$ cat config.mk
export PLATFORM = sky130hd
export DESIGN_NAME = core_dmem_arbiter
export DESIGN_NICKNAME = d
export VERILOG_FILES = /design/src/rtl/core_dmem_arbiter.sv
export SDC_FILE = /design/constraint.sdc
export NUM_CORES = 1
export LEC_CHECK = 0
export BUFFER_PORTS_ARGS = -buffer_cell sky130_fd_sc_hd__buf_2
export CELL_PAD_IN_SITES_DETAIL_PLACEMENT = 0
export CELL_PAD_IN_SITES_GLOBAL_PLACEMENT = 1
export CORE_AREA = 2 2 213 215
export DETAILED_ROUTE_END_ITERATION = 7
export DIE_AREA = 0 0 215 217
export HOLD_SLACK_MARGIN = 0.03
export PLACE_DENSITY_LB_ADDON = 0.08
export RECOVER_POWER = 50
export SLEW_MARGIN = 5
export SYNTH_ARGS = -nofsm -noshare
export SYNTH_HDL_FRONTEND = slang
export SYNTH_SLANG_ARGS = --single-unit
$ cat constraint.sdc
create_clock -name g_clk -period 2.3 [get_ports g_clk]
set_clock_uncertainty 0.2 [all_clocks]
set_input_delay 0.69 -clock g_clk [delete_from_list [all_inputs] [get_ports g_clk]]
set_output_delay 0.69 -clock g_clk [all_outputs]
set_load 0.1 [all_outputs]
$ cat src/rtl/core_dmem_arbiter.sv
// Two-master arbiter for the core data memory port (s0 = LSU, s1 = debug / page walker).
// Build option: define CORE_DMEM_ARB_RR_EN for round-robin; otherwise s0 has fixed priority.

module core_dmem_arbiter_port #(
   parameter bit PORT_ID = 1'b0
) (
   input  logic g_resetn,
   input  logic sel,
   input  logic m_req,
   input  logic m_gnt,
   input  logic rsp_pend,
   input  logic rsp_sel,
   input  logic m_err,
   output logic gnt,
   output logic rsp,
   output logic err
);
   assign gnt = m_gnt && m_req && (sel == PORT_ID);
   // Gated by reset so a response registered just before reset never escapes.
   assign rsp = g_resetn && rsp_pend && (rsp_sel == PORT_ID);
   assign err = rsp && m_err;
endmodule

module core_dmem_arbiter #(
   parameter int ADDR_W = 64,
   parameter int DATA_W = 64,
   parameter int STRB_W = 8
) (
   input  logic              g_clk,
   input  logic              g_resetn,
   input  logic              s0_req,
   input  logic [ADDR_W-1:0] s0_addr,
   input  logic              s0_wen,
   input  logic [STRB_W-1:0] s0_strb,
   input  logic [DATA_W-1:0] s0_wdata,
   output logic              s0_gnt,
   output logic              s0_rsp,
   output logic              s0_err,
   input  logic              s1_req,
   input  logic [ADDR_W-1:0] s1_addr,
   input  logic              s1_wen,
   input  logic [STRB_W-1:0] s1_strb,
   input  logic [DATA_W-1:0] s1_wdata,
   output logic              s1_gnt,
   output logic              s1_rsp,
   output logic              s1_err,
   output logic [DATA_W-1:0] s_rdata,
   output logic              m_req,
   output logic [ADDR_W-1:0] m_addr,
   output logic              m_wen,
   output logic [STRB_W-1:0] m_strb,
   output logic [DATA_W-1:0] m_wdata,
   input  logic              m_gnt,
   input  logic              m_err,
   input  logic [DATA_W-1:0] m_rdata
);
   typedef struct packed {
      logic              req;
      logic [ADDR_W-1:0] addr;
      logic              wen;
      logic [STRB_W-1:0] strb;
      logic [DATA_W-1:0] wdata;
   } dmem_req_t;

   dmem_req_t [1:0] prt;
   dmem_req_t       cur;

   logic       lock, lock_sel;
   logic       rsp_pend, rsp_sel;
   logic       sel;
   logic       grant;
   logic [1:0] gnt, rsp, err;

   assign prt[0] = {s0_req, s0_addr, s0_wen, s0_strb, s0_wdata};
   assign prt[1] = {s1_req, s1_addr, s1_wen, s1_strb, s1_wdata};

`ifdef CORE_DMEM_ARB_RR_EN
   logic rr_last;
`endif

   always_comb begin
      sel = 1'b0;
      if (lock)
         sel = lock_sel;
      else if (s0_req && s1_req)
`ifdef CORE_DMEM_ARB_RR_EN
         sel = !rr_last;
`else
         sel = 1'b0;
`endif
      else
         sel = s1_req;
   end

   assign cur     = prt[sel];
   assign m_req   = g_resetn && cur.req;
   assign m_addr  = cur.addr;
   assign m_wen   = cur.wen;
   assign m_strb  = cur.strb;
   assign m_wdata = cur.wdata;
   assign grant   = m_req && m_gnt;
   assign s_rdata = m_rdata;

   // Lock follows an outstanding ungranted request; a grant or a dropped request clears it.
   always_ff @(posedge g_clk) begin
      if (!g_resetn) begin
         lock     <= 1'b0;
         lock_sel <= 1'b0;
         rsp_pend <= 1'b0;
         rsp_sel  <= 1'b0;
      end else begin
         lock     <= m_req && !m_gnt;
         if (m_req && !m_gnt)
            lock_sel <= sel;
         rsp_pend <= grant;
         if (grant)
            rsp_sel <= sel;
      end
   end

`ifdef CORE_DMEM_ARB_RR_EN
   always_ff @(posedge g_clk) begin
      if (!g_resetn)
         rr_last <= 1'b0;
      else if (grant)
         rr_last <= sel;
   end
`endif

   for (genvar i = 0; i < 2; i++) begin : g_port
      core_dmem_arbiter_port #(
         .PORT_ID (i == 1)
      ) u_port (
         .g_resetn (g_resetn),
         .sel      (sel),
         .m_req    (m_req),
         .m_gnt    (m_gnt),
         .rsp_pend (rsp_pend),
         .rsp_sel  (rsp_sel),
         .m_err    (m_err),
         .gnt      (gnt[i]),
         .rsp      (rsp[i]),
         .err      (err[i])
      );
   end

   assign s0_gnt = gnt[0];
   assign s1_gnt = gnt[1];
   assign s0_rsp = rsp[0];
   assign s1_rsp = rsp[1];
   assign s0_err = err[0];
   assign s1_err = err[1];
endmodule
==> impl_metrics.env <==
export IMPL_status="finished with violations"
export IMPL_violations="setup timing"
export IMPL_grt_max_degree=21
export IMPL_antenna_left=0
export IMPL_irDropWorstVdd_uv=229
export IMPL_path_max_fanout=6
export IMPL_cts_clk_slew_worst_paths_ps=30
export IMPL_grt_antenna_before_repair=1
export IMPL_ioPinCount=552
export IMPL_worstPathRequired_ps=1410
export IMPL_overflow=0
export IMPL_synth_top_family_by_area="multiplexers"
export IMPL_synthAdderAreaFrac_pct=0
export IMPL_coreArea_um2=44700
export IMPL_dp_slack_ps=-910
export IMPL_fin_crit_sh_pct=131
export IMPL_cp_arrival_ps=2120
export IMPL_reg2reg_depth=8
export IMPL_drc=0
export IMPL_pwr_share_clk_pct=7.2
export IMPL_power_density_nw_per_um2=476
export IMPL_min_path_type="register to register"
export IMPL_crit_type="input port to primary output"
export IMPL_initial_core_util_pct=5.33
export IMPL_cap_violations=0
export IMPL_maxSlewHeadroom_pct=85.9
export IMPL_crit_end="m_wdata[26]"
export IMPL_first_pass_iters=4
export IMPL_grt_usage_pct=7.08
export IMPL_pwr_share_comb_pct=90.7
export IMPL_routed_via_count=3540
export IMPL_reg2reg_from="lock"
export IMPL_start_kind="input port"
export IMPL_setup_viol=140
export IMPL_dr_first_iter_drc_count=46
export IMPL_syn_area_um2=2380
export IMPL_sw_frac_of_total_pct=56.1
export IMPL_synth_xor_area_share_pct=0
export IMPL_clock_sinks=4
export IMPL_cts_buffers=3
export IMPL_synth_mux_area_share_pct=65.2
export IMPL_die_area_um2=46700
export IMPL_drv_slew=0
export IMPL_crit_path_start="s1_req"
export IMPL_yosys_area_share_simple_pct=4.15
export IMPL_routed_wl_mm=18.4
export IMPL_grt_pass1_wl_mm=25.2
export IMPL_worst_slew_pin_slew_ps=213
export IMPL_yosys_warnings=0
export IMPL_htreeDepth=1
export IMPL_hold_buffers=0
export IMPL_cts_tree="done"
export IMPL_viasPerCell=2.84
export IMPL_rows=78
export IMPL_hpwl_mm=14.8
export IMPL_drive_gt1_share_pct=97.0
export IMPL_syn_num_nets=587
export IMPL_numPortBuffers=423
export IMPL_reg2reg_to="rsp_sel"
export IMPL_grt_pass1_vias=3962
export IMPL_n_fill_cell=5039
export IMPL_clk_latency_ps=230
export IMPL_finalWorstSetupSlack_ps=-714
export IMPL_wl_per_cell_um=14.8
export IMPL_synth_distinct_cells=19
export IMPL_seq_area_frac_synth_pct=3.36
export IMPL_p_switching_w=0.00211
export IMPL_ys_ff_latch=4
export IMPL_die_y_um=217
export IMPL_synth_compound_area_share_pct=0.893
export IMPL_area_delta_synth_final_pct=232
export IMPL_rsz0062_at_grt="yes"
export IMPL_min_period_ps=3010
export IMPL_intPower_w=0.00165
export IMPL_power_frac_seq_pct=2.1
export IMPL_syn_avg_cell_area_um2=9.80
export IMPL_clock_root_buffer="clkbuf_16"
export IMPL_hold_viol=0
export IMPL_endpoint_kind="primary output"
export IMPL_max_clock_path_buffers=2
export IMPL_final_nets=990
export IMPL_place_gp_congestion=0.737
export IMPL_synth_cells=243
export IMPL_rrSetupSlack_ps=660
export IMPL_fmax_mhz=332
export IMPL_leakage_nw=4.00
export IMPL_p_total_w=0.00376
export IMPL_chipWidth_um=215
[logic make-up (layout without fill, tap and decap cells)]
group | after synthesis | count (layout)
compound gates | 3 | 3
buf+inv | 80 | 481
flops | 4 | 4
mux | 138 | 138
other cells | 0 | 1
simple gates | 18 | 18
[cell usage after synthesis (all sizes together)]
| cell type | count | area share [%] |
|---|---|---|
| inv | 1 | 0.16 |
| a21oi | 2 | 0.58 |
| nand2b | 1 | 0.26 |
| nand4 | 1 | 0.26 |
| nor3b | 2 | 0.63 |
| nand3b | 1 | 0.32 |
| dfxtp | 4 | 3.4 |
| buf | 79 | 26 |
| a21o | 1 | 0.32 |
| nand2 | 4 | 0.63 |
| and3 | 3 | 0.79 |
| and3b | 1 | 0.37 |
| mux2 | 137 | 65 |
| nor2 | 4 | 0.63 |
| nor2b | 1 | 0.26 |
| mux2i | 1 | 0.42 |
[sequential cells by signal (all words and copies together), names as in the netlist]
signal and cells:
lock 1, lock_sel 1, rsp_pend 1, rsp_sel 1
[power by group through the flow]
stage	Sequential (W)	Combinational, W	Clock, W
after detailed placement	0.0000783	0.00274	0
after CTS	0.0000778	0.00330	0.000277
final	0.0000777	0.00341	0.000271
after floorplan	0.0000781	0.00250	0
after global placement	0.0000782	0.00275	0
after global routing	0.0000785	0.00351	0.000283
[worst min path at each step]
stage | to | start | depth (start not counted)
2_1_floorplan | lock_sel | lock_sel | 2
3_3_place_gp | rsp_sel | rsp_sel | 2
3_5_place_dp | rsp_sel | rsp_sel | 2
4_1_cts | rsp_sel | rsp_sel | 2
5_1_grt | rsp_sel | rsp_sel | 2
6_report | rsp_sel | rsp_sel | 2
[worst max-delay path: stages]
cell and delay (ps):
buf_6 90, nor3b_4 150, a21oi_4 120, buf_6 150, buf_12 150, buf_16 140
buf_8 130, mux2_4 320, buf_12 170
[cell type report]
cell class	count	area [um^2]	share of cell area (%)
antenna	1	2.50	0.0317
clock buffer	3	75.1	0.951
inverter	1	3.75	0.0475
multi-input combinational	159	2110	26.8
sequential	4	80.1	1.01
tap	600	751	9.51
timing repair buffer	477	4870	61.7
[layout by cell type (no fill, tap or decap), types with 2 or more instances in the layout]
cell,count
buf_4,9
buf_2,277
buf_16,8
nor2_4,2
mux2_4,102
clkbuf_16,7
buf_12,120
and3_4,2
dfxtp_1,4
buf_8,10
nor2_1,2
nor3b_4,2
nand2_1,4
buf_6,48
mux2_2,35
[metrics by stage]
step	hold slack [ps]	utilization (%)	setup TNS (ps)	cells	area (um^2)
5_1_grt	458	17.7	-96830	1245	7900
3_3_place_gp	414	13.0	-117140	1209	5800
3_5_place_dp	420	13.0	-116500	1209	5800
2_1_floorplan	290	-	-58590	243	2550
6_report	418	17.7	-89190	1245	7900
4_1_cts	426	16.8	-93650	1237	7490
[per-layer routing]
| metal | global-route usage (%) | part of all wire (%) | up-vias |
|---|---|---|---|
| li1 | - | - | 1619 |
| met1 | 6.95 | 33 | 1652 |
| met2 | 14.3 | 57 | 243 |
| met3 | 1.98 | 8.2 | 24 |
| met4 | 1.72 | 1.7 | 2 |
| met5 | 0.833 | 0.27 | - |
[timing repair]
item,in CTS,in global routing
pin swaps,2,0
resized for setup,338,83
buffers inserted,19,8
cloned,7,4
endpoints found under the setup margin,140,140
No activity file was read; power rests on OpenSTA's default activity.
